## config.mk

```make
export PLATFORM = sky130hd
export DESIGN_NAME = det_event_window_counter
export DESIGN_NICKNAME = d
export VERILOG_FILES = /design/src/rtl/det_event_window_counter.sv
export SDC_FILE = /design/constraint.sdc
export NUM_CORES = 1
export LEC_CHECK = 0
export CORE_UTILIZATION = 37
export CTS_CLUSTER_DIAMETER = 40
export DETAILED_ROUTE_END_ITERATION = 8
export GPL_ROUTABILITY_DRIVEN = 0
export SLEW_MARGIN = 25
export SYNTH_ARGS = -nofsm -noshare
export SYNTH_HDL_FRONTEND = slang
export SYNTH_SLANG_ARGS = --single-unit
```

## constraint.sdc

```tcl
create_clock -name clk -period 2.2 [get_ports clk]
set_input_delay 0.55 -clock clk [delete_from_list [all_inputs] [get_ports clk]]
set_output_delay 0.55 -clock clk [all_outputs]
set_load 0.005 [all_outputs]
```

## src/rtl/det_event_window_counter.sv

```systemverilog
// Counts detector pulses over back-to-back windows of WINDOW enabled cycles and
// latches count/alarm/saturation at each close. Optional macro: DET_ALARM_STICKY_EN.
module det_event_window_counter #(
  parameter int CNT_W  = 8,
  parameter int WINDOW = 16,
  parameter int THRESH = 4
) (
  input  logic             clk,
  input  logic             rst,
  input  logic             en,
  input  logic             det_in,
  input  logic             clear,
  output logic [CNT_W-1:0] win_count,
  output logic             win_done,
  output logic             alarm,
  output logic             sat
);

  localparam int                TICK_W    = $clog2(WINDOW);
  localparam logic [TICK_W-1:0] TICK_LAST = TICK_W'(WINDOW - 1);
  localparam logic [CNT_W-1:0]  CNT_MAX   = {CNT_W{1'b1}};
  localparam logic [CNT_W-1:0]  THRESH_C  = CNT_W'(THRESH);

  typedef enum logic {
    RUN   = 1'b0,
    PAUSE = 1'b1
  } mode_t;

  function automatic logic [CNT_W-1:0] sat_inc(input logic [CNT_W-1:0] v, input logic inc);
    if (inc && (v != CNT_MAX)) begin
      return v + CNT_W'(1);
    end else begin
      return v;
    end
  endfunction

  mode_t             mode_s;
  logic [TICK_W-1:0] tick_r, tick_n;
  logic [CNT_W-1:0]  acc_r, acc_n;
  logic [CNT_W-1:0]  win_count_r, win_count_n;
  logic              win_done_r, win_done_n;
  logic              alarm_r, alarm_n;
  logic              sat_r, sat_n;
  logic [CNT_W-1:0]  final_s;
  logic              alarm_hit_s;

  // Mode follows en every cycle; no history is needed to decide it.
  always_comb begin
    if (en) begin
      mode_s = RUN;
    end else begin
      mode_s = PAUSE;
    end
  end

  // Next-state for window progress, accumulation and close-time latching.
  always_comb begin
    tick_n      = tick_r;
    acc_n       = acc_r;
    win_count_n = win_count_r;
    win_done_n  = 1'b0;
    alarm_n     = alarm_r;
    sat_n       = sat_r;
    final_s     = sat_inc(acc_r, det_in);
    alarm_hit_s = (final_s >= THRESH_C);
    if (clear) begin
      tick_n  = '0;
      acc_n   = '0;
      alarm_n = 1'b0;
    end else begin
      case (mode_s)
        RUN: begin
          if (tick_r == TICK_LAST) begin
            // The closing cycle's det_in belongs to the window being closed.
            win_count_n = final_s;
            sat_n       = (final_s == CNT_MAX);
            win_done_n  = 1'b1;
            tick_n      = '0;
            acc_n       = '0;
`ifdef DET_ALARM_STICKY_EN
            alarm_n     = alarm_r | alarm_hit_s;
`else
            alarm_n     = alarm_hit_s;
`endif
          end else begin
            tick_n = tick_r + TICK_W'(1);
            acc_n  = final_s;
          end
        end
        PAUSE: begin
          win_done_n = 1'b0;
        end
        default: begin
          win_done_n = 1'b0;
        end
      endcase
    end
  end

  // State and output registers; synchronous reset wins over everything.
  always_ff @(posedge clk) begin
    if (rst) begin
      tick_r      <= '0;
      acc_r       <= '0;
      win_count_r <= '0;
      win_done_r  <= 1'b0;
      alarm_r     <= 1'b0;
      sat_r       <= 1'b0;
    end else begin
      tick_r      <= tick_n;
      acc_r       <= acc_n;
      win_count_r <= win_count_n;
      win_done_r  <= win_done_n;
      alarm_r     <= alarm_n;
      sat_r       <= sat_n;
    end
  end

  assign win_count = win_count_r;
  assign win_done  = win_done_r;
  assign alarm     = alarm_r;
  assign sat       = sat_r;

endmodule
```

# --- Word-level counts from Yosys, hierarchy flattened ---
# Cells that the tools add are included.
# Widths: inputs -> output; s select.
totals:
  register_bits: 23
  inputBits: 5
  wordCells: 23
classes:
  n_addsub: 2
  n_lt_le_gt_ge: 1
  n_eq_ne: 3
  mux: 6
  n_bitwise: 1
  reduce_logical: 4
op_table:
  columns: ["cell", "count"]
  rows:
  - ["$mux 8", 2]
  - ["$add 8x1->8 const B", 1]
  - ["$eq 8x8->1 const B", 1]
  - ["$ge 8x3->1 const B", 1]
  - ["$ne 8x8->1 const B", 1]
  - ["$add 4x1->4 const B", 1]
  - ["$eq 4x4->1 const B", 1]
  - ["$mux 4", 1]
  - ["$reduce_and 3->1", 1]
  - ["$mux 1", 2]
  - ["$pmux 1 s2", 1]
  - ["$reduce_and 2->1", 1]
  - ["$reduce_or 2->1", 1]
  - ["$logic_and 1x1->1", 1]
  - ["$not 1->1", 1]

# --- Depth between registers and ports, before layout ---
# Gate-level depths: netlist of run 1.
depth:
  ltp_word: 4
  depth_mapped: 7

# --- Worst setup path after synthesis of run 1 ---
# No wires, ideal clock.
synth_timing:
  path_type: "input to register"
  startpoint: "input det_in"
  endpoint: "register alarm_r, in the netlist alarm"
  setup_time_ns: 0.125
  t_arrival_ns: 1.642
  required_time_ns: 2.075
  path_slack_ns: 0.433
  path_stages: 6
  n_path_buf: 1
  path_cell_list: "buf_2 > nand3_1 > or4b_4 > o21a_1 > nor4_2 > a21oi_1"
synth_between:
  elab_chain_len: 3
synth_lines:
  columns: ["item", "line_no", "text"]
  rows:
  - ["start: declaration", "11", "input logic det_in,"]
  - ["$logic_and 1x1->1", "30", "if (inc && (v != CNT_MAX)) begin"]
  - ["$mux 8", "30", null]
  - ["$ge 8x3->1", "65", "alarm_hit_s = (final_s >= THRESH_C);"]
  - ["end signal: assignment", "114", "alarm_r <= alarm_n;"]
  - ["end: declaration", "42", "logic alarm_r, alarm_n;"]
# No other way between the ends.
# A chain may end at the register's enable or synchronous reset.

# --- Worst setup path after layout of run 1 ---
# Same ends and word-level chain as after synthesis.

==> flow_summary.json, run 1 <==
{
  "status": "finished, final reports clean",
  "maxSlewHeadroom": 0.781,
  "synthFlopType": "dfxtp_1",
  "clockBufferDepth": 2,
  "worstHoldEndpoint": "win_count[7]",
  "route.detailed.drc": 0,
  "reg2reg_slack_ns": 0.28,
  "worst_pin_slew_ns": 0.319,
  "vias": 1089,
  "cp_cell_sequence": "clkdlybuf4s50_1, nand3_1, or4b_4, o21a_1, nor4_2, a21oi_1",
  "dp_hpwl_um": 2120,
  "regArea_um2": 460,
  "grt-ovfl-total": 0,
  "synth-edff-count": 0,
  "r2r_start": "acc_r[0]",
  "clk_latency_ns": 0.31,
  "required_ns": 2.41,
  "synth_top_area_share": 0.382,
  "fin_total_pwr_uw": 668,
  "yosysMostFrequentCell": "dfxtp_1",
  "fillCellCount": 340,
  "max_stage_delay_ns": 0.57,
  "fin_util": 0.468,
  "clockRootBuffer": "clkbuf_4",
  "syn_to_final_growth_pct": 19.4,
  "synthTopCellsByArea": "dfxtp_1, a21oi_1, nor2_1",
  "drt-initial-drc-count": 48,
  "firstDrtPassIters": 4,
  "die_area_mm2": 0.00349,
  "grtUsageTotal": 0.169,
  "period_share": 0.880,
  "nets": 171,
  "drv_slew": 0,
  "die_w_um": 59.1,
  "arrival_ns": 2.15,
  "rsz0062_at_grt": "no",
  "syn_area_mm2": 0.00121,
  "drt-vias-per-instance": 5.26,
  "hp-class": "reg2reg",
  "worstPathMaxFanout": 6,
  "maxCapViolations": 0,
  "grt_max_degree": 15,
  "cts_htree_levels": 1,
  "multi_input_area_um2": 677,
  "ios": 16,
  "tritoncts": "done",
  "num_rows": 20,
  "diodes": 0,
  "postCtsSetupBuffers": 0,
  "final_antenna_net_count": 0,
  "r2r-end": "alarm",
  "clk_pin_slew_worst_paths_ns": 0.13,
  "setup_violations": 0,
  "fmax_mhz": 516,
  "synth.net_count": 155,
  "grt_pass1_wl_um": 4460,
  "drt_wl_total_um": 2700,
  "port_buffers": 15,
  "leakage_nw": 0.471,
  "grt_pass1_vias": 988,
  "critPathKind": "in2reg",
  "floorplan.initialDensity": 0.392,
  "hold-path-cell-count": 2,
  "crit_buf_inv": 1,
  "skew_ns": 0.00101,
  "cpMaxStageDelayCell": "clkdlybuf4s50_1",
  "end_kind": "flip-flop",
  "ys_seq_area_frac": 0.382,
  "synth_seq_cells": 23,
  "min_period_ns": 1.94,
  "yosysUniqueCellTypes": 38,
  "cp-start-kind": "primary input",
  "antenna_found_initial": 0,
  "postSynthAreaPerCell_um2": 8.15,
  "post_cts_resized": 0,
  "yosys_warnings": 0,
  "ir_worst_vdd_v": 0.000522,
  "synthCells": 148,
  "cp_top_family": "simple AND/OR/NAND/NOR gates",
  "hold_start": "win_count[7]",
  "ctsHoldBuffers": 0,
  "die_h_um": 59.1,
  "wl_per_cell_um": 13.0,
  "numCtsBuffers": 3,
  "cts_sinks": 23,
  "drive_gt1_frac": 0.123,
  "p_per_area_mw_per_mm2": 464,
  "ys_top_cells_by_count": "dfxtp_1, nor2_1, nand2_1",
  "core-area_mm2": 0.00308,
  "yosys.area.top_type": "dfxtp_1",
  "r2r_cells": 6,
  "async_flop_share": 0,
  "hold_viol": 0
}
[layout make-up]
| type | instances | share of cell area |
|---|---|---|
| clock buffers | 3 | 0.0156 |
| clock inverters | 1 | 0.00521 |
| inverters | 4 | 0.0104 |
| multi-input cells | 110 | 0.470 |
| flip-flops and latches | 23 | 0.320 |
| well taps | 44 | 0.0382 |
| repair buffers | 22 | 0.141 |
[worst reg2reg max path, stage by stage (launching register included)]
cell,delay (ns)
dfxtp_1,0.52
ha_1,0.29
nand3_1,0.13
or4b_4,0.51
o21a_1,0.15
nor4_2,0.14
a21oi_1,0.09
[registers in the layout, indices dropped and copies added (netlist names)]
name and count:
tick_r 4, acc_r 8, alarm 1, sat 1, win_count 8, win_done 1
[cell usage in the layout (no fill, tap or decap), types with 2 or more instances in the layout]
cell type,Yosys,final
nand3_1,6,6
a211oi_1,3,3
a22oi_1,5,5
and3_1,2,2
nand3b_1,2,2
inv_1,4,4
o21ai_1,2,2
nor3_1,4,4
o21a_1,3,3
xor2_1,2,2
a21oi_1,15,15
buf_4,0,7
nor2_1,20,20
ha_1,2,2
o2111ai_1,2,2
or2_1,2,2
clkdlybuf4s50_1,0,15
nand2_1,17,17
mux2i_1,2,2
dfxtp_1,23,23
nand4_1,5,5
clkbuf_4,0,3
[report_power, final]
group	switching [mW]	internal [mW]
clock	0.131	0.0693
sequential	0.00303	0.418
combinational	0.0254	0.0203
[metrics by stage]
step	cell area (um^2)	hold slack, ns	setup slack (ns)	setup TNS, ns	cells
global route	1440	0.495	0.155	0	207
global placement	1410	0.445	-0.0185	-0.0220	203
CTS	1440	0.467	0.287	0	207
detailed placement	1410	0.449	-0.0546	-0.0890	203
finish	1440	0.469	0.263	0	207
floorplan	1210	0.453	0.433	0	148
[kinds of logic after synthesis]
family,count (synthesis),share of synthesized area
AND/OR/NAND/NOR,67,0.297
XOR/XNOR,3,0.0218
multiplexers,3,0.0259
buffers and inverters,15,0.0570
adder cells (fa/ha/maj),2,0.0207
AO/OA/AOI/OAI,35,0.196
flip-flops,23,0.382
[worst max-delay path by stage]
| stage | slack [ns] | depth (start not counted) | from | to |
|---|---|---|---|---|
| global placement | -0.02 | 6 | det_in | alarm |
| CTS | 0.29 | 6 | det_in | alarm |
| detailed placement | -0.05 | 6 | det_in | alarm |
| floorplan | 0.43 | 6 | det_in | alarm |
| global route | 0.16 | 6 | acc_r[0] | alarm |
| finish | 0.26 | 6 | det_in | alarm |
[layer usage]
| layer | GRT usage | wire (um) |
|---|---|---|
| met4 | 0.0374 | 11 |
| met5 | 0 | 0 |
| met2 | 0.268 | 1230 |
| met3 | 0.0459 | 108 |
| met1 | 0.231 | 1340 |
Note: power is estimated with default switching activity, not from simulation.
==> inputs of run 2 (changes only) <==
--- a/config.mk
+++ b/config.mk
@@ -5,10 +5,14 @@
 export SDC_FILE = /design/constraint.sdc
 export NUM_CORES = 1
 export LEC_CHECK = 0
-export CORE_UTILIZATION = 37
+export CELL_PAD_IN_SITES_DETAIL_PLACEMENT = 0
+export CELL_PAD_IN_SITES_GLOBAL_PLACEMENT = 2
+export CORE_UTILIZATION = 31
+export CTS_BUF_LIST = sky130_fd_sc_hd__clkbuf_16
 export CTS_CLUSTER_DIAMETER = 40
 export DETAILED_ROUTE_END_ITERATION = 8
 export GPL_ROUTABILITY_DRIVEN = 0
+export PLACE_DENSITY_LB_ADDON = 0.1
 export SLEW_MARGIN = 25
 export SYNTH_ARGS = -nofsm -noshare
 export SYNTH_HDL_FRONTEND = slang
==> run 2 against run 1 <==
Compared with the run above: design area rose by 4.9%; non-clock buffer count rose by 2; die area rose by 19%; critical path type unchanged; fmax fell by 2.7%; via count rose by 2.5%.
==> flow_summary.json, run 2 (synthesis results as in run 1) <==
{
  "cpMaxStageDelayCell": "clkdlybuf4s50_1",
  "crit_buf_inv": 1,
  "crit_end": "sat",
  "ios": 16,
  "dp_hpwl_um": 2150,
  "final_common_cell": "dfxtp_1",
  "grt_max_degree": 15,
  "fmax_mhz": 503,
  "cts_sinks": 23,
  "worst_pin_slew_ns": 0.370,
  "grtUsageTotal": 0.161,
  "floorplan.initialDensity": 0.327,
  "wl_per_cell_um": 13.5,
  "maxSlewHeadroom": 0.753,
  "firstDrtPassIters": 4,
  "max_stage_delay_ns": 0.57,
  "drive_gt1_frac": 0.133,
  "arrival_ns": 2.17,
  "hp-class": "reg2reg",
  "r2r-end": "sat",
  "diodes": 0,
  "drt_wl_total_um": 2870,
  "final_cell_mix": "dfxtp_1, nor2_1, nand2_1, a21oi_1, clkdlybuf4s50_1",
  "clk_pin_slew_worst_paths_ns": 0.06,
  "switchingPower_uw": 186,
  "die_area_mm2": 0.00414,
  "num_rows": 22,
  "fin_total_pwr_uw": 870,
  "period_share": 0.904,
  "grt-ovfl-total": 0,
  "cp.depth": 6,
  "numCtsBuffers": 3,
  "post-route-cell-area_mm2": 0.00151,
  "required_ns": 2.38,
  "r2r_cells": 6,
  "skew_ns": 0.00243,
  "die_h_um": 64.4,
  "p_int_uw": 684,
  "final_antenna_net_count": 0,
  "clockBufferDepth": 2,
  "dpl_cell_area_mm2": 0.00143,
  "cp_top_family": "buffers and inverters",
  "drt-vias-per-instance": 5.24,
  "vias": 1116,
  "ir_worst_vdd_v": 0.000279,
  "setup_violations": 0,
  "fin_setup_tns_ns": 0,
  "cts_htree_levels": 1,
  "drv_slew": 0,
  "clockRootBuffer": "clkbuf_16",
  "comb_power_share": 0.055,
  "cp-startpoint": "det_in",
  "core-area_mm2": 0.00369,
  "tritoncts": "done",
  "drt-initial-drc-count": 88,
  "syn_to_final_growth_pct": 25.2,
  "cp-start-kind": "primary input",
  "r2r_start": "acc_r[1]",
  "min_period_ns": 1.99,
  "grt_pass1_vias": 1077,
  "switching_share": 0.214,
  "hold_viol": 0,
  "worstPathMaxFanout": 6,
  "route.detailed.drc": 0,
  "port_buffers": 15,
  "leakage_nw": 0.508,
  "rsz0062_at_grt": "no",
  "critPathKind": "in2reg",
  "die_w_um": 64.4,
  "post_cts_resized": 0,
  "nets": 173,
  "pwr-share-clk": 0.462,
  "antenna_found_initial": 0,
  "end_kind": "flip-flop",
  "ctsHoldBuffers": 0,
  "p_per_area_mw_per_mm2": 576,
  "reg2reg_slack_ns": 0.39,
  "fillCellCount": 391,
  "cp_cell_sequence": "clkdlybuf4s50_1, nand4_1, a311oi_2, xor2_1, nand2_1, o31ai_2",
  "postCtsSetupBuffers": 0,
  "grt_pass1_wl_um": 5110,
  "status": "finished, final reports clean",
  "maxCapViolations": 0,
  "fin_hold_ws_ns": 0.455,
  "seqPwrFrac": 0.483,
  "clk_latency_ns": 0.26
}
-- run 2: cell count changes in the layout (fill, tap and decap cells not counted), sizes merged --
cell	previous run	this run
clkinvlp	1	0
clkinv	0	1
buf	7	9
-- run 2: power by group through the flow --
stage / clock network (mW) / registers, mW / logic (mW)
final: 0.402 / 0.420 / 0.0481
after global routing: 0.431 / 0.420 / 0.0535
after CTS: 0.417 / 0.420 / 0.0483
after detailed placement: 0 / 0.429 / 0.0482
after global placement: 0 / 0.429 / 0.0484
after floorplan: 0 / 0.429 / 0.0286
-- run 2: how the worst min path moves through the flow --
stage	from	end	depth (start not counted)
floorplan	win_count[2]	win_count[2]	2
global placement	win_count[3]	win_count[3]	2
detailed placement	win_count[7]	win_count[7]	2
CTS	win_count[7]	win_count[7]	2
global route	win_count[6]	win_count[6]	2
finish	win_count[7]	win_count[7]	2
-- run 2: per-layer routing --
metal	vias to the layer above	global-route usage	part of all wire
met1	518	0.216	0.51
met5	-	0	0
met4	0	0.0556	0.013
li1	566	-	-
met2	28	0.247	0.44
met3	4	0.0429	0.038
-- run 2: final cells by class --
cell class / count / area [um^2] / share of cell area
tap: 48 / 60.1 / 0.0398
sequential: 23 / 460 / 0.305
timing repair buffer: 24 / 218 / 0.144
inverter: 4 / 15.0 / 0.00994
clock buffer: 3 / 75.1 / 0.0497
multi-input combinational: 110 / 677 / 0.448
clock inverter: 1 / 5.00 / 0.00331
-- run 2: through the flow --
| step | utilization | std cells | setup WS, ns |
|---|---|---|---|
| 2_1_floorplan | - | 148 | 0.433 |
| 3_3_place_gp | 0.388 | 209 | -0.0430 |
| 3_5_place_dp | 0.388 | 209 | -0.0472 |
| 4_1_cts | 0.409 | 213 | 0.212 |
| 5_1_grt | 0.409 | 213 | 0.0607 |
| 6_report | 0.409 | 213 | 0.210 |
-- run 2: tightest hold or removal path, cell delays in order, from the launching register on --
cell and delay (ns):
dfxtp_1 0.31, nand2_1 0.05, a21oi_1 0.05
==> inputs of run 3 (changes only) <==
--- a/config.mk
+++ b/config.mk
@@ -13,7 +13,6 @@
 export DETAILED_ROUTE_END_ITERATION = 8
 export GPL_ROUTABILITY_DRIVEN = 0
 export PLACE_DENSITY_LB_ADDON = 0.1
-export SLEW_MARGIN = 25
 export SYNTH_ARGS = -nofsm -noshare
 export SYNTH_HDL_FRONTEND = slang
 export SYNTH_SLANG_ARGS = --single-unit
==> results of run 3 <==
Final layout, timing and power as in run 2 (identical DEF).
